$ cat src/rtl/csr_ctrl.sv
// csr_ctrl: machine-mode CSR file with interrupt entry, MRET and WFI handling.
// Ports:
//   clk, rst_n                  clock, synchronous active-low reset
//   csr_op_i/addr_i/wdata_i     CSR instruction in EXE (funct3, address, operand)
//   csr_src_zero_i              rs1 index / zimm is zero (suppresses set/clear writes)
//   exe_valid_i, exe_pc_i       EXE holds a real instruction, and its PC
//   mret_i, wfi_i               EXE instruction is MRET / WFI
//   ext_irq_i, timer_irq_i      level-sensitive interrupt lines
//   retire_i                    one instruction retires this cycle
//   csr_rdata_o                 pre-write CSR value (combinational)
//   csr_int_o, csr_mret_o       interrupt / MRET taken this cycle (redirect + flush)
//   csr_pc_o                    redirect target while csr_int_o or csr_mret_o
//   csr_stall_o                 hold the pipeline while waiting in WFI
module csr_ctrl (
  input  logic        clk,
  input  logic        rst_n,
  input  logic [2:0]  csr_op_i,
  input  logic [11:0] csr_addr_i,
  input  logic [31:0] csr_wdata_i,
  input  logic        csr_src_zero_i,
  input  logic        exe_valid_i,
  input  logic [31:0] exe_pc_i,
  input  logic        mret_i,
  input  logic        wfi_i,
  input  logic        ext_irq_i,
  input  logic        timer_irq_i,
  input  logic        retire_i,
  output logic [31:0] csr_rdata_o,
  output logic        csr_int_o,
  output logic        csr_mret_o,
  output logic [31:0] csr_pc_o,
  output logic        csr_stall_o
);

  localparam int unsigned XLEN   = 32;
  localparam int unsigned CNT_W  = 64;
  localparam int unsigned ADDR_W = 12;

  localparam int unsigned MIE_BIT  = 3;
  localparam int unsigned MPIE_BIT = 7;
  localparam int unsigned MTIE_BIT = 7;
  localparam int unsigned MEIE_BIT = 11;

  localparam logic [ADDR_W-1:0] ADDR_MSTATUS  = 12'h300;
  localparam logic [ADDR_W-1:0] ADDR_MIE      = 12'h304;
  localparam logic [ADDR_W-1:0] ADDR_MTVEC    = 12'h305;
  localparam logic [ADDR_W-1:0] ADDR_MEPC     = 12'h341;
  localparam logic [ADDR_W-1:0] ADDR_MIP      = 12'h344;
  localparam logic [ADDR_W-1:0] ADDR_MCYCLE   = 12'hB00;
  localparam logic [ADDR_W-1:0] ADDR_MINSTRET = 12'hB02;
  localparam logic [ADDR_W-1:0] ADDR_MCYCLEH  = 12'hB80;
  localparam logic [ADDR_W-1:0] ADDR_MINSTRETH= 12'hB82;

  localparam logic [XLEN-1:0] MSTATUS_WMASK = 32'h0000_0088;
  localparam logic [XLEN-1:0] MSTATUS_MPP   = 32'h0000_1800;
  localparam logic [XLEN-1:0] MIE_WMASK     = 32'h0000_0880;
  localparam logic [XLEN-1:0] ALIGN_MASK    = 32'hFFFF_FFFC;

  typedef enum logic {ST_RUN = 1'b0, ST_WFI = 1'b1} state_t;

  state_t            r_state;
  state_t            w_state_nxt;
  logic [XLEN-1:0]   r_mstatus;
  logic [XLEN-1:0]   r_mie;
  logic [XLEN-1:0]   r_mtvec;
  logic [XLEN-1:0]   r_mepc;
  logic [CNT_W-1:0]  r_mcycle;
  logic [CNT_W-1:0]  r_minstret;

  logic [XLEN-1:0]   w_old;
  logic [XLEN-1:0]   w_new;
  logic              w_wr_en;
  logic              w_do_write;
  logic              w_wake;
  logic              w_pending;
  logic              w_int_run;
  logic              w_int_wfi;
  logic              w_mret;
  logic [XLEN-1:0]   w_pc_plus4;

  assign w_wake = (r_mie[MEIE_BIT] & ext_irq_i) | (r_mie[MTIE_BIT] & timer_irq_i);
  assign w_pending  = r_mstatus[MIE_BIT] & w_wake;
  assign w_pc_plus4 = exe_pc_i + 32'd4;

  // CSR read mux (pre-write value)
  always_comb begin
    w_old = '0;
    case (csr_addr_i)
      ADDR_MSTATUS:   w_old = r_mstatus | MSTATUS_MPP;
      ADDR_MIE:       w_old = r_mie;
      ADDR_MTVEC:     w_old = r_mtvec;
      ADDR_MEPC:      w_old = r_mepc;
      ADDR_MIP:       w_old = {20'd0, ext_irq_i, 3'd0, timer_irq_i, 7'd0};
      ADDR_MCYCLE:    w_old = r_mcycle[31:0];
      ADDR_MCYCLEH:   w_old = r_mcycle[63:32];
      ADDR_MINSTRET:  w_old = r_minstret[31:0];
      ADDR_MINSTRETH: w_old = r_minstret[63:32];
      default:        w_old = '0;
    endcase
  end

  // Write value per operation; set/clear with a zero source never writes
  always_comb begin
    w_new   = '0;
    w_wr_en = 1'b0;
    case (csr_op_i)
      3'b001, 3'b101: begin w_new = csr_wdata_i;          w_wr_en = 1'b1;            end
      3'b010, 3'b110: begin w_new = w_old | csr_wdata_i;  w_wr_en = ~csr_src_zero_i; end
      3'b011, 3'b111: begin w_new = w_old & ~csr_wdata_i; w_wr_en = ~csr_src_zero_i; end
      default: ;
    endcase
  end

  assign csr_rdata_o = (csr_op_i[1:0] == 2'b00) ? '0 : w_old;
  assign w_do_write  = w_wr_en & exe_valid_i & (r_state == ST_RUN) & ~w_int_run;

  // FSM state register
  always_ff @(posedge clk) begin
    if (!rst_n) r_state <= ST_RUN;
    else        r_state <= w_state_nxt;
  end

  // FSM next state and event outputs; all quiet while in reset
  always_comb begin
    w_state_nxt = r_state;
    csr_int_o   = 1'b0;
    csr_mret_o  = 1'b0;
    csr_stall_o = 1'b0;
    csr_pc_o    = '0;
    w_int_run   = 1'b0;
    w_int_wfi   = 1'b0;
    w_mret      = 1'b0;
    if (rst_n) begin
      case (r_state)
        ST_RUN: begin
          if (exe_valid_i) begin
            if (w_pending) begin
              w_int_run = 1'b1;
              csr_int_o = 1'b1;
              csr_pc_o  = r_mtvec;
            end else if (mret_i) begin
              w_mret     = 1'b1;
              csr_mret_o = 1'b1;
              csr_pc_o   = r_mepc;
            end else if (wfi_i && !w_wake) begin
              w_state_nxt = ST_WFI;
            end
          end
        end
        ST_WFI: begin
          if (!w_wake) begin
            csr_stall_o = 1'b1;
          end else begin
            w_state_nxt = ST_RUN;
            if (r_mstatus[MIE_BIT]) begin
              w_int_wfi = 1'b1;
              csr_int_o = 1'b1;
              csr_pc_o  = r_mtvec;
            end
          end
        end
        default: w_state_nxt = ST_RUN;
      endcase
    end
  end

  // CSR storage and counters; trap/return updates override a same-cycle write
  always_ff @(posedge clk) begin
    if (!rst_n) begin
      r_mstatus  <= '0;
      r_mie      <= '0;
      r_mtvec    <= '0;
      r_mepc     <= '0;
      r_mcycle   <= '0;
      r_minstret <= '0;
    end else begin
      r_mcycle <= r_mcycle + 64'd1;
      if (retire_i) r_minstret <= r_minstret + 64'd1;
      if (w_do_write) begin
        case (csr_addr_i)
          ADDR_MSTATUS: r_mstatus <= w_new & MSTATUS_WMASK;
          ADDR_MIE:     r_mie     <= w_new & MIE_WMASK;
          ADDR_MTVEC:   r_mtvec   <= w_new & ALIGN_MASK;
          ADDR_MEPC:    r_mepc    <= w_new & ALIGN_MASK;
          default: ;
        endcase
      end
      if (w_int_run || w_int_wfi) begin
        // interrupt in RUN re-executes the EXE instruction; after WFI resume past it
        r_mepc              <= (w_int_run ? exe_pc_i : w_pc_plus4) & ALIGN_MASK;
        r_mstatus[MPIE_BIT] <= r_mstatus[MIE_BIT];
        r_mstatus[MIE_BIT]  <= 1'b0;
      end else if (w_mret) begin
        r_mstatus[MIE_BIT]  <= r_mstatus[MPIE_BIT];
        r_mstatus[MPIE_BIT] <= 1'b1;
      end
    end
  end

endmodule

$ cat config.mk
export PLATFORM = sky130hd
export DESIGN_NAME = csr_ctrl
export DESIGN_NICKNAME = d
export VERILOG_FILES = /design/src/rtl/csr_ctrl.sv
export SDC_FILE = /design/constraint.sdc
export NUM_CORES = 1
export LEC_CHECK = 0
export ABC_CLOCK_PERIOD_IN_PS = 6250
export CORE_MARGIN = 2
export CORE_UTILIZATION = 26
export CTS_BUF_LIST = sky130_fd_sc_hd__clkbuf_16
export CTS_CLUSTER_DIAMETER = 150
export CTS_CLUSTER_SIZE = 24
export DETAILED_ROUTE_END_ITERATION = 7
export PLACE_DENSITY_LB_ADDON = 0.12
export SLEW_MARGIN = 20
export SYNTH_ARGS = -nofsm -noshare
export SYNTH_HDL_FRONTEND = slang
export SYNTH_SLANG_ARGS = --single-unit
$ cat constraint.sdc
create_clock -name clk -period 6.25 [get_ports clk]
set_clock_uncertainty 0.05 [all_clocks]
set_input_delay 0.625 -clock clk [delete_from_list [all_inputs] [get_ports clk]]
set_output_delay 0.625 -clock clk [all_outputs]
set_load 0.1 [all_outputs]
==> results_tabular.tex, run 1 <==
\begin{tabular}{lr}
\hline
Metric & Value \\
\hline
\multicolumn{2}{l}{\textbf{Run status}} \\
\quad Result of the run & finished, final reports clean \\
\multicolumn{2}{l}{\textbf{Placement}} \\
\quad HPWL after detailed placement & 34900 um \\
\quad Global placer's final weighted congestion & 0.821 \\
\quad Total of buffers placed on input and output ports & 147 \\
\multicolumn{2}{l}{\textbf{Clocking}} \\
\quad CTS Hold Buffers Added & 0 \\
\quad Number of buffers added for setup after CTS & 0 \\
\quad Worst skew pair latency & 0.47 ns \\
\quad Clock Pin Slew Worst Setup and Hold Paths & 0.07 ns \\
\quad Maximum level of the CTS H-tree & 4 \\
\quad Master cell of the clock root buffer & sky130\_fd\_sc\_hd\_\_clkbuf\_16 \\
\quad CTS tree & yes \\
\quad Number of clock sinks seen by CTS & 193 \\
\quad Max clock buf depth & 2 \\
\quad Total CTS buffers & 17 \\
\quad Resized cells post-CTS & 0 \\
\multicolumn{2}{l}{\textbf{Detailed routing}} \\
\quad Antenna violation net count after detailed routing & 0 \\
\quad WL/cell & 22.1 um \\
\quad Number of vias in the routed layout & 12100 \\
\quad Remaining routing DRC violations & 0 \\
\quad Initial DRC Count & 1093 \\
\quad Count of TritonRoute iterations in the first routing pass & 5 \\
\quad Total Routed Length & 49200 um \\
\quad Via count normalized by instance count & 5.44 \\
\multicolumn{2}{l}{\textbf{Floorplanning}} \\
\quad Chip Width & 218 um \\
\quad Die outline height & 218 um \\
\quad Initial core utilization & 26.3\% \\
\quad Area enclosed by the die boundary & 0.0477 mm2 \\
\quad CORE AREA & 0.0454 mm2 \\
\quad Std-Cell Rows & 78 \\
\quad I/O pin total & 155 \\
\multicolumn{2}{l}{\textbf{Power and ir drop}} \\
\quad Internal & 1.86 mW \\
\quad Switching power share of the total & 26.9\% \\
\quad Static leakage power & 4.64 nW \\
\quad Comb power frac & 8.7\% \\
\quad Power spent charging and discharging nets & 0.685 mW \\
\quad Pwr/cell area & 178 mW/mm2 \\
\quad Overall power after layout & 2.55 mW \\
\quad Clk network pwr share & 42.7\% \\
\quad Maximum vdd drop & 0.000206 V \\
\quad Part of the total power dissipated in sequential elements & 48.6\% \\
\multicolumn{2}{l}{\textbf{Final layout}} \\
\quad Final Net Count & 1707 \\
\quad Number of antenna repair diodes & 0 \\
\quad Area growth from synthesis to final layout & 19.9\% \\
\quad Share of layout cells above drive strength 1 & 9.27\% \\
\multicolumn{2}{l}{\textbf{STA}} \\
\quad Final worst-path cycle share & 77.6\% \\
\quad Post-layout min period & 4.85 ns \\
\quad Unrepaired setup endpoints after global routing & false \\
\quad Fmax achieved & 0.206 GHz \\
\quad Final sum of negative setup slack & 0 ns \\
\quad Final Max Slew Viols & 0 \\
\quad Worst-margin pin slew & 1.12 ns \\
\quad Final number of hold-violating endpoints & 0 \\
\quad Remaining max-slew budget at the tightest pin & 25.1\% \\
\quad \# setup viols final & 0 \\
\multicolumn{2}{l}{\textbf{GRT}} \\
\quad Largest net degree at the start of global routing & 58 \\
\quad Antenna violations before repair & 0 \\
\quad Remaining global-route overflow & 0 \\
\quad GR Util All Layers & 20.3\% \\
\quad Global-route wire length before repair & 73300 um \\
\quad Vias in the first global route & 11600 \\
\multicolumn{2}{l}{\textbf{Logic synthesis}} \\
\quad Post-synthesis cell type count & 74 \\
\quad Syn Std Cell Area & 0.0120 mm2 \\
\quad Synthesized netlist cell count & 1539 \\
\quad Average footprint of a synthesized cell & 7.77 um2 \\
\quad EDFF count, synth & 0 \\
\quad Count of warnings emitted by yosys & 0 \\
\quad Sequential element share of the synthesized area & 32.3\% \\
\quad Share of synthesized registers carrying an async set or reset & 0\% \\
\quad Most used DFF post-synth & sky130\_fd\_sc\_hd\_\_dfxtp\_1 \\
\quad Count of state elements after synthesis & 193 \\
\multicolumn{2}{l}{\textbf{Critical path}} \\
\quad Endpoint class of the critical path & primary output \\
\quad Data arrival, critical path & 4.18 ns \\
\quad Worst Setup Path Type & in2out \\
\quad Count of cells along the worst register-to-register path & 6 \\
\quad Required @ worst endpoint & 5.57 ns \\
\quad Crit-path max FO & 15 \\
\quad Element type at the critical path start & primary input \\
\multicolumn{2}{l}{\textbf{Job}} \\
\quad Number of maximum-capacitance constraint violations & 0 \\
\multicolumn{2}{l}{\textbf{Min path}} \\
\quad Hold Path Stages & 2 \\
\quad Worst min-delay path class & reg2reg \\
\hline
\end{tabular}
-- cells in the mapped netlist (8+ instances only) --
cell type                  number  share of area, %
sky130_fd_sc_hd__or3_1         25               1.3
sky130_fd_sc_hd__and3_1        35               1.8
sky130_fd_sc_hd__dfxtp_1      193                32
sky130_fd_sc_hd__nand3_1      105               4.4
sky130_fd_sc_hd__or4_1          8              0.50
sky130_fd_sc_hd__nor4_1        42               2.2
sky130_fd_sc_hd__a221oi_1       8              0.59
sky130_fd_sc_hd__xor2_1        77               5.6
sky130_fd_sc_hd__and2_1        10              0.52
sky130_fd_sc_hd__buf_1         11              0.35
sky130_fd_sc_hd__nor2_1       181               5.7
sky130_fd_sc_hd__inv_1         23              0.72
sky130_fd_sc_hd__a21oi_1       67               2.8
sky130_fd_sc_hd__o21ai_0       44               1.8
sky130_fd_sc_hd__a22oi_1       44               2.8
sky130_fd_sc_hd__buf_2         15              0.63
sky130_fd_sc_hd__o22a_1         9              0.66
sky130_fd_sc_hd__o22ai_1       23               1.2
sky130_fd_sc_hd__clkbuf_1      80               2.5
sky130_fd_sc_hd__nand4_1       50               2.6
sky130_fd_sc_hd__nor3_1        36               1.5
sky130_fd_sc_hd__nand2_1      121               3.8
sky130_fd_sc_hd__xnor2_1       57               4.2
sky130_fd_sc_hd__o21a_1        10              0.63
sky130_fd_sc_hd__mux2i_1       55               4.6
sky130_fd_sc_hd__and4_1        23               1.7
sky130_fd_sc_hd__a31oi_1       45               2.4
sky130_fd_sc_hd__a22o_1        47               3.4
-- metrics by stage --
step	util [%]	instance area, um2	std cells	hold slack [ns]	setup WS, ns
final	31.6	14300	2229	0.429	1.40
after global routing	31.6	14300	2229	0.453	1.04
after CTS	31.6	14300	2229	0.429	1.39
after detailed placement	30.4	13800	2197	0.417	1.39
after global placement	30.4	13800	2197	0.418	1.44
after floorplan	-	12000	1540	0.397	-0.968
-- cells by family (layout without fill, tap and decap cells) --
logic type / after synthesis / count (layout) / share of synthesized area, %
xor gates and xnor gates: 134 / 134 / 9.81
AOI/OAI and AO/OA: 343 / 343 / 19.6
and+or+nand+nor: 673 / 673 / 28.5
DFF: 193 / 193 / 32.3
muxes: 56 / 56 / 4.70
adders and majority gates: 3 / 3 / 0.314
other: 1 / 2 / 0.0314
buffers and inverters: 136 / 225 / 4.69
-- area by class of cell --
type	count	area, um2
Inverter	23	88.8
Tap cell	600	751
Clock inverter	15	121
Timing Repair Buffer	170	1480
Fill cell	4849	31000
Clock buffer	17	425
Sequential cell	193	3860
Multi-Input combinational cell	1211	7610
-- critical path: stages --
cell	delay [ns]
sky130_fd_sc_hd__clkdlybuf4s50_1	0.72
sky130_fd_sc_hd__nor4b_1	0.97
sky130_fd_sc_hd__nand3_1	0.74
sky130_fd_sc_hd__o22ai_1	0.42
sky130_fd_sc_hd__a221oi_1	0.09
sky130_fd_sc_hd__nor2_1	0.26
sky130_fd_sc_hd__buf_4	0.35
-- placed cells by master (no fill, tap or decap), types with 23 or more instances in the layout --
master	synthesis	routed
sky130_fd_sc_hd__mux2i_1	55	55
sky130_fd_sc_hd__xor2_1	77	76
sky130_fd_sc_hd__xnor2_1	57	57
sky130_fd_sc_hd__nor3_1	36	34
sky130_fd_sc_hd__nand4_1	50	50
sky130_fd_sc_hd__inv_1	23	23
sky130_fd_sc_hd__clkdlybuf4s50_1	0	83
sky130_fd_sc_hd__dfxtp_1	193	193
sky130_fd_sc_hd__nor4_1	42	39
sky130_fd_sc_hd__or3_1	25	25
sky130_fd_sc_hd__and3_1	35	35
sky130_fd_sc_hd__a22o_1	47	47
sky130_fd_sc_hd__nand2_1	121	121
sky130_fd_sc_hd__o21ai_0	44	44
sky130_fd_sc_hd__nand3_1	105	105
sky130_fd_sc_hd__a22oi_1	44	44
sky130_fd_sc_hd__a31oi_1	45	45
sky130_fd_sc_hd__a21oi_1	67	66
sky130_fd_sc_hd__nor2_1	181	181
sky130_fd_sc_hd__buf_4	4	85
-- layer usage --
metal,GRT usage [%],vias up,wire length (um)
li1,-,5828,-
met2,33.3,388,22900
met5,0,-,0
met3,3.06,47,2640
met4,7.37,0,1360
met1,26.8,5864,22400
-- registers in the layout, indices dropped and copies added (netlist names) --
name        cells
r_mepc         30
r_state         1
r_mstatus       2
r_mtvec        30
r_mie           2
r_minstret     64
r_mcycle       64
-- final timing paths --
check	startpoint	end	slack, ns
max reg2reg	r_mcycle[29]$_SDFF_PN0_	r_mcycle[53]$_SDFF_PN0_	3.18
max	csr_addr_i[6]	csr_rdata_o[15]	1.40
min reg2reg	r_mtvec[7]$_SDFFE_PN0P_	r_mtvec[7]$_SDFFE_PN0P_	0.43
min	r_mtvec[7]$_SDFFE_PN0P_	r_mtvec[7]$_SDFFE_PN0P_	0.43
-- power by group through the flow --
stage	Sequential, mW	Clock (mW)	Combinational (mW)
after floorplan	1.26	0	0.109
after global placement	1.27	0	0.221
after detailed placement	1.27	0	0.220
after CTS	1.24	1.11	0.221
after global routing	1.24	1.16	0.237
final	1.24	1.09	0.223
Power figures use the tool's default switching activity.
==> run 2: changes to the inputs <==
Settings changed: ABC_CLOCK_PERIOD_IN_PS 6250 to 4100.
Clock period 6.25 ns to 4.1 ns, I/O delays scaled along.
==> run 2 against run 1 <==
- critical path depth is 1 higher
- register-to-register slack worse by 1.9 ns
- clock power is 44% higher
- sequential power is 52% higher
- largest power group unchanged
- sequential cell count stayed put
- cell count is 1.3% higher
- highest routed layer unchanged
- first-iteration DRC count is 8.1% lower
- global-route usage is 0.15 points higher
- core utilization is 2.2 points higher
- combinational power is 54% higher
- non-clock buffer count is 31 higher
==> results_tabular.tex, run 2 (synthesized netlist as in run 1, its figures left out) <==
\begin{tabular}{lr}
\hline
Metric & Value \\
\hline
\multicolumn{2}{l}{\textbf{Detailed routing}} \\
\quad WL/cell & 21.6 um (-2.1\%) \\
\quad Initial DRC Count & 1005 (-8.1\%) \\
\quad Number of vias in the routed layout & 12200 (+0.68\%) \\
\quad Count of TritonRoute iterations in the first routing pass & 7 (+2) \\
\quad Remaining routing DRC violations & 0 (unchanged) \\
\quad Total Routed Length & 48800 um (-0.75\%) \\
\quad Antenna violation net count after detailed routing & 0 (unchanged) \\
\quad Via count normalized by instance count & 5.41 (-0.65\%) \\
\multicolumn{2}{l}{\textbf{Power and ir drop}} \\
\quad Pwr/cell area & 248 mW/mm2 (+40\%) \\
\quad Overall power after layout & 3.80 mW (+49\%) \\
\quad Static leakage power & 4.93 nW (+6.3\%) \\
\quad Maximum vdd drop & 0.000283 V (+37\%) \\
\multicolumn{2}{l}{\textbf{Critical path}} \\
\quad Cell family with most CP delay & simple AND/OR/NAND/NOR gates \\
\quad Element type at the critical path start & primary input \\
\quad Endpoint class of the critical path & primary output \\
\quad Required @ worst endpoint & 3.64 ns (-1.93 ns) \\
\quad Setup slack of the worst register-to-register path & 1.26 ns (-1.92 ns) \\
\quad Crit-path max FO & 21 (+6) \\
\quad Cell seen most often among critical-path stages & sky130\_fd\_sc\_hd\_\_or3\_1 \\
\quad Cell with the largest stage delay on the worst path & sky130\_fd\_sc\_hd\_\_or3\_1 \\
\quad Startpoint of the most critical register-to-register path & r\_mcycle[12]\$\_SDFF\_PN0\_ \\
\quad Data arrival, critical path & 3.28 ns (-0.90 ns) \\
\quad Worst Setup Path Type & in2out \\
\quad Critical R2R Capture & r\_mcycle[53]\$\_SDFF\_PN0\_ \\
\quad Bufs and invs on worst path & 3 (+1) \\
\quad Delay of the slowest critical-path stage & 0.54 ns (-0.43 ns) \\
\quad Chain of cells forming the critical path & clkdlybuf4s50\_1 -> or3\_1 -> or3\_1 -> a21oi\_1 -> o22ai\_4 -> a2111oi\_1 -> buf\_4 -> buf\_12 \\
\quad Count of cells along the worst register-to-register path & 6 (unchanged) \\
\multicolumn{2}{l}{\textbf{Floorplanning}} \\
\quad Die outline height & 218 um (unchanged) \\
\quad Std-Cell Rows & 78 (unchanged) \\
\quad Chip Width & 218 um (unchanged) \\
\quad Initial core utilization & 26.3\% (unchanged) \\
\quad CORE AREA & 0.0454 mm2 (unchanged) \\
\quad I/O pin total & 155 (unchanged) \\
\quad Area enclosed by the die boundary & 0.0477 mm2 (unchanged) \\
\multicolumn{2}{l}{\textbf{Clocking}} \\
\quad CTS tree & yes \\
\quad Total CTS buffers & 17 (unchanged) \\
\quad Master cell of the clock root buffer & sky130\_fd\_sc\_hd\_\_clkbuf\_16 \\
\quad Resized cells post-CTS & 0 (unchanged) \\
\quad Worst skew pair latency & 0.46 ns (about the same) \\
\quad Number of buffers added for setup after CTS & 0 (unchanged) \\
\quad Maximum level of the CTS H-tree & 4 (unchanged) \\
\quad CTS Hold Buffers Added & 0 (unchanged) \\
\quad Clock Pin Slew Worst Setup and Hold Paths & 0.07 ns (about the same) \\
\quad Number of clock sinks seen by CTS & 193 (unchanged) \\
\quad Max clock buf depth & 2 (unchanged) \\
\multicolumn{2}{l}{\textbf{Placement}} \\
\quad Total of buffers placed on input and output ports & 147 (unchanged) \\
\quad Global placer's final weighted congestion & 0.831 (+1.2\%) \\
\quad Placement Cell Area & 0.0148 mm2 (+7.5\%) \\
\quad HPWL after detailed placement & 35500 um (+1.6\%) \\
\multicolumn{2}{l}{\textbf{Final layout}} \\
\quad Number of antenna repair diodes & 0 (unchanged) \\
\quad Area growth from synthesis to final layout & 28.3\% \\
\quad Biggest registers after layout & r\_mcycle (64), r\_minstret (64) \\
\quad Utilization of the core after routing & 33.8\% (+2.2 points) \\
\quad Commonest non-fill, non-tap cell in the layout & sky130\_fd\_sc\_hd\_\_dfxtp\_1 \\
\quad Top library cells by usage in the layout, fill and taps aside & sky130\_fd\_sc\_hd\_\_dfxtp\_1 (193), sky130\_fd\_sc\_hd\_\_nor2\_1 (181), sky130\_fd\_sc\_hd\_\_nand2\_1 (121), sky130\_fd\_sc\_hd\_\_nand3\_1 (105), sky130\_fd\_sc\_hd\_\_clkdlybuf4s50\_1 (80) \\
\quad Finished Cell Area & 0.0153 mm2 (+7.0\%) \\
\quad Final Net Count & 1738 (+1.8\%) \\
\quad Fill cell count & 4770 (-1.6\%) \\
\quad Share of layout cells above drive strength 1 & 10.8\% (+1.6 points) \\
\multicolumn{2}{l}{\textbf{Min path}} \\
\quad Worst min-delay path class & reg2reg \\
\quad End of the worst hold path & r\_mtvec[7]\$\_SDFFE\_PN0P\_ \\
\quad Hold Path Stages & 2 (unchanged) \\
\quad Hold path start & r\_mtvec[7]\$\_SDFFE\_PN0P\_ \\
\multicolumn{2}{l}{\textbf{STA}} \\
\quad Final number of hold-violating endpoints & 0 (unchanged) \\
\quad Worst-margin pin slew & 0.936 ns (-0.188 ns) \\
\quad Final worst-path cycle share & 91.2\% \\
\quad Post-layout min period & 3.74 ns \\
\quad Unrepaired setup endpoints after global routing & false \\
\quad Final Hold Slack & 0.438 ns (+0.00972 ns) \\
\quad \# setup viols final & 0 (unchanged) \\
\quad Final Max Slew Viols & 0 (unchanged) \\
\quad Fmax achieved & 0.267 GHz \\
\quad Final sum of negative setup slack & 0 ns (unchanged) \\
\quad Remaining max-slew budget at the tightest pin & 37.0\% (+12 points) \\
\multicolumn{2}{l}{\textbf{GRT}} \\
\quad Remaining global-route overflow & 0 (unchanged) \\
\quad Met1 capacity usage during global routing & 27.2\% (+0.44 points) \\
\quad Met2 track demand over resource in global routing & 34.1\% (+0.79 points) \\
\quad Largest net degree at the start of global routing & 147 (+150\%) \\
\quad Global-route wire length before repair & 74100 um (+1.2\%) \\
\quad Met3 GRT Util & 3.09\% (+0.028 points) \\
\quad Vias in the first global route & 11800 (+1.5\%) \\
\quad Antenna violations before repair & 0 (unchanged) \\
\quad Busiest metal layer after global routing & met2 \\
\quad GR Util All Layers & 20.4\% (+0.15 points) \\
\multicolumn{2}{l}{\textbf{Run status}} \\
\quad Result of the run & finished, final reports clean \\
\multicolumn{2}{l}{\textbf{Job}} \\
\quad Number of maximum-capacitance constraint violations & 0 (unchanged) \\
\hline
\end{tabular}
[run 2: changes by cell type in the layout (fill, tap and decap cells not counted), moves of 2 or more]
| cell | change |
|---|---|
| sky130_fd_sc_hd__a2111oi_0 | -2 |
| sky130_fd_sc_hd__a2111oi_1 | +2 |
| sky130_fd_sc_hd__buf_4 | -31 |
| sky130_fd_sc_hd__nor4_1 | +2 |
| sky130_fd_sc_hd__clkdlybuf4s50_1 | -3 |
| sky130_fd_sc_hd__buf_12 | +65 |
[run 2: metrics by stage]
step / cells / worst slack [ns]
2_1_floorplan: 1540 / -1.31
3_3_place_gp: 2228 / 0.298
3_5_place_dp: 2228 / 0.283
4_1_cts: 2259 / 0.280
5_1_grt: 2259 / 0.177
6_report: 2259 / 0.359
[run 2: how the worst max path moves through the flow]
stage | cells after the start | from | end
6_report | 8 | csr_addr_i[3] | csr_rdata_o[1]
3_3_place_gp | 8 | csr_addr_i[3] | csr_rdata_o[0]
2_1_floorplan | 6 | csr_addr_i[1] | csr_rdata_o[0]
3_5_place_dp | 8 | csr_addr_i[3] | csr_rdata_o[1]
5_1_grt | 8 | csr_addr_i[3] | csr_rdata_o[1]
4_1_cts | 8 | csr_addr_i[3] | csr_rdata_o[1]
[run 2: final cells by class]
class	count	area (um2)	share of cell area, %
flip-flops and latches	193	3860	25.2
well taps	600	751	4.89
inverters	23	88.8	0.579
multi-input cells	1211	7600	49.5
clock inverters	14	93.8	0.612
clock buffers	17	425	2.77
repair buffers	201	2520	16.4
[run 2: tightest hold or removal path: cells and delay by family, from the launching register on]
kind	cells	cell delay [ns]
and+or+nand+nor	1	0.06
muxes	1	0.06
DFF	1	0.33
[run 2: where the power goes]
group	switching, mW	internal, mW	total, mW
Sequential	0.00891	1.88	1.89
Combinational	0.211	0.133	0.343
Clock	0.802	0.769	1.57
Total	1.02	2.78	3.80
[run 2: layer usage]
layer | routed length, um | vias up
li1 | - | 5908
met3 | 2490 | 43
met5 | 0 | -
met4 | 922 | 0
met2 | 23400 | 355
met1 | 22000 | 5904
==> run 3: changes to the inputs <==
Settings changed: ABC_CLOCK_PERIOD_IN_PS 4100 to 3900, CTS_CLUSTER_DIAMETER 150 to unset.
Clock period 4.1 ns to 3.9 ns, I/O delays scaled along.
==> run 3 against run 2 <==
- sequential cell count is the same
- die area is the same
- largest cell class unchanged
- global-route usage shrank 0.076 points
- largest power group unchanged
- sequential power grew 5%
- via count is essentially flat
- count of clock-buffer cells in the layout is the same
- setup slack lost 0.034 ns
- non-clock buffer count grew 3
- critical path depth shrank 1
- hold slack gained 0.00057 ns
- power grew 12%
- highest routed layer is now met5
==> results_tabular.tex, run 3 (synthesized netlist as in run 1, its figures left out) <==
\begin{tabular}{lr}
\hline
Metric & Value \\
\hline
\multicolumn{2}{l}{\textbf{STA}} \\
\quad Unrepaired setup endpoints after global routing & false \\
\quad Final Max Slew Viols & 0 (unchanged) \\
\quad Remaining max-slew budget at the tightest pin & 28.7\% (-8.4 points) \\
\quad Final sum of negative setup slack & 0 ns (unchanged) \\
\quad Fmax achieved & 0.280 GHz \\
\quad \# setup viols final & 0 (unchanged) \\
\quad Post-layout min period & 3.57 ns \\
\quad Worst-margin pin slew & 1.06 ns (+0.129 ns) \\
\quad Final worst-path cycle share & 91.7\% \\
\quad Final worst slack & 0.325 ns (-0.0337 ns) \\
\quad Final number of hold-violating endpoints & 0 (unchanged) \\
\quad Final Hold Slack & 0.439 ns (+0.000574 ns) \\
\multicolumn{2}{l}{\textbf{Power and ir drop}} \\
\quad Internal & 3.14 mW (+13\%) \\
\quad Switching power share of the total & 26.3\% (-0.61 points) \\
\quad Power spent charging and discharging nets & 1.12 mW (+9.3\%) \\
\quad Comb power frac & 8.6\% (-0.4 points) \\
\quad Overall power after layout & 4.25 mW (+12\%) \\
\quad Part of the total power dissipated in sequential elements & 46.7\% (-3.0 points) \\
\quad Pwr/cell area & 274 mW/mm2 (+11\%) \\
\quad Maximum vdd drop & 0.000289 V (+2.2\%) \\
\quad Static leakage power & 5.01 nW (+1.6\%) \\
\quad Clk network pwr share & 44.7\% (+3.4 points) \\
\multicolumn{2}{l}{\textbf{Run status}} \\
\quad Result of the run & finished, final reports clean \\
\multicolumn{2}{l}{\textbf{Detailed routing}} \\
\quad WL/cell & 21.7 um (+0.17\%) \\
\quad Number of vias in the routed layout & 12200 (+0.033\%) \\
\quad Antenna violation net count after detailed routing & 0 (unchanged) \\
\quad Total Routed Length & 49000 um (+0.35\%) \\
\quad Count of TritonRoute iterations in the first routing pass & 5 (-2) \\
\quad Via count normalized by instance count & 5.40 (-0.14\%) \\
\quad Initial DRC Count & 956 (-4.9\%) \\
\quad Remaining routing DRC violations & 0 (unchanged) \\
\multicolumn{2}{l}{\textbf{Clocking}} \\
\quad CTS tree & yes \\
\quad Max clock buf depth & 2 (unchanged) \\
\quad Number of buffers added for setup after CTS & 0 (unchanged) \\
\quad Maximum level of the CTS H-tree & 4 (unchanged) \\
\quad Resized cells post-CTS & 0 (unchanged) \\
\quad Clock Pin Slew Worst Setup and Hold Paths & 0.08 ns (about the same) \\
\quad Master cell of the clock root buffer & sky130\_fd\_sc\_hd\_\_clkbuf\_16 \\
\quad Worst skew pair latency & 0.45 ns (about the same) \\
\quad CTS Hold Buffers Added & 0 (unchanged) \\
\quad Total CTS buffers & 17 (unchanged) \\
\quad Number of clock sinks seen by CTS & 193 (unchanged) \\
\multicolumn{2}{l}{\textbf{Final layout}} \\
\quad Multi-input combinational cell area & 0.00761 mm2 (+0.13\%) \\
\quad Share of layout cells above drive strength 1 & 11.4\% (+0.52 points) \\
\quad Number of antenna repair diodes & 0 (unchanged) \\
\quad Top library cells by usage in the layout, fill and taps aside & sky130\_fd\_sc\_hd\_\_dfxtp\_1 (193), sky130\_fd\_sc\_hd\_\_nor2\_1 (181), sky130\_fd\_sc\_hd\_\_nand2\_1 (121), sky130\_fd\_sc\_hd\_\_nand3\_1 (105), sky130\_fd\_sc\_hd\_\_clkdlybuf4s50\_1 (80) \\
\quad Area growth from synthesis to final layout & 29.7\% \\
\quad Commonest non-fill, non-tap cell in the layout & sky130\_fd\_sc\_hd\_\_dfxtp\_1 \\
\quad Biggest registers after layout & r\_mcycle (64), r\_minstret (64) \\
\quad Flip-flop and latch area & 0.00386 mm2 (unchanged) \\
\quad Non-filler cells in the finished layout & 2263 (+0.18\%) \\
\quad Utilization of the core after routing & 34.2\% (+0.38 points) \\
\quad Final Net Count & 1741 (+0.17\%) \\
\quad Fill cell count & 4736 (-0.71\%) \\
\quad Finished Cell Area & 0.0155 mm2 (+1.1\%) \\
\multicolumn{2}{l}{\textbf{Floorplanning}} \\
\quad Area enclosed by the die boundary & 0.0477 mm2 (unchanged) \\
\quad I/O pin total & 155 (unchanged) \\
\quad Chip Width & 218 um (unchanged) \\
\quad Die outline height & 218 um (unchanged) \\
\quad CORE AREA & 0.0454 mm2 (unchanged) \\
\quad Std-Cell Rows & 78 (unchanged) \\
\quad Initial core utilization & 26.3\% (unchanged) \\
\multicolumn{2}{l}{\textbf{Placement}} \\
\quad Worst-case setup slack after placement & 0.297 ns (+0.0134 ns) \\
\quad Global placer's final weighted congestion & 0.832 (about the same) \\
\quad Placement Cell Area & 0.0149 mm2 (+0.56\%) \\
\quad Total of buffers placed on input and output ports & 147 (unchanged) \\
\quad Cell count after placement & 2231 (+0.13\%) \\
\quad HPWL after detailed placement & 36100 um (+1.9\%) \\
\multicolumn{2}{l}{\textbf{Job}} \\
\quad Number of maximum-capacitance constraint violations & 0 (unchanged) \\
\multicolumn{2}{l}{\textbf{GRT}} \\
\quad Met2 track demand over resource in global routing & 34.1\% (+0.042 points) \\
\quad Global-route wire length before repair & 74000 um (-0.21\%) \\
\quad Remaining global-route overflow & 0 (unchanged) \\
\quad Met3 GRT Util & 2.31\% (-0.78 points) \\
\quad Largest net degree at the start of global routing & 80 (-46\%) \\
\quad Antenna violations before repair & 1 (+1) \\
\quad Met1 capacity usage during global routing & 27.6\% (+0.37 points) \\
\quad Busiest metal layer after global routing & met2 \\
\quad Vias in the first global route & 11600 (-1.6\%) \\
\quad GR Util All Layers & 20.4\% (-0.076 points) \\
\multicolumn{2}{l}{\textbf{Critical path}} \\
\quad Data arrival, critical path & 3.13 ns (-0.15 ns) \\
\quad Worst Setup Path Type & in2out \\
\quad Crit-path max FO & 21 (unchanged) \\
\quad Element type at the critical path start & primary input \\
\quad Required @ worst endpoint & 3.46 ns (-0.18 ns) \\
\quad Endpoint class of the critical path & primary output \\
\quad Count of cells along the worst register-to-register path & 6 (unchanged) \\
\multicolumn{2}{l}{\textbf{Min path}} \\
\quad Worst min-delay path class & reg2reg \\
\quad Hold Path Stages & 2 (unchanged) \\
\hline
\end{tabular}
run 3: worst max-delay path, cell delays in order:
cell and delay, ns:
sky130_fd_sc_hd__clkdlybuf4s50_1 0.61, sky130_fd_sc_hd__nor4b_1 0.47, sky130_fd_sc_hd__o211ai_1 0.19, sky130_fd_sc_hd__a21oi_1 0.35, sky130_fd_sc_hd__o22ai_4 0.33, sky130_fd_sc_hd__a2111oi_2 0.55
sky130_fd_sc_hd__buf_12 0.24
run 3: final timing paths:
check                                              from                 endpoint  slack, ns
worst max-delay path                      csr_addr_i[2]           csr_rdata_o[1]       0.33
worst max register to register  r_mcycle[12]$_SDFF_PN0_  r_mcycle[48]$_SDFF_PN0_       1.11
worst min-delay path              r_mie[7]$_SDFFE_PN0P_    r_mie[7]$_SDFFE_PN0P_       0.44
worst min register to register    r_mie[7]$_SDFFE_PN0P_    r_mie[7]$_SDFFE_PN0P_       0.44
run 3: routing by layer:
| layer | part of all wire (%) | wire, um | vias to the layer above |
|---|---|---|---|
| met2 | 48 | 23500 | 331 |
| met1 | 46 | 22700 | 5952 |
| li1 | - | - | 5896 |
| met3 | 4.5 | 2200 | 33 |
| met5 | 0.024 | 12 | - |
| met4 | 1.4 | 680 | 2 |
run 3: power groups by stage:
stage	registers, mW	clock network [mW]	logic (mW)
floorplan	2.03	0	0.175
global placement	2.03	0	0.365
detailed placement	2.03	0	0.363
CTS	1.98	1.95	0.366
global route	1.99	2.01	0.391
finish	1.98	1.90	0.367
run 3: cell type report:
| type | count | share of cell area, % |
|---|---|---|
| clock inverters | 15 | 1.18 |
| multi-input cells | 1211 | 49.1 |
| well taps | 600 | 4.84 |
| clock buffers | 17 | 2.74 |
| flip-flops and latches | 193 | 24.9 |
| inverters | 23 | 0.573 |
| repair buffers | 204 | 16.7 |
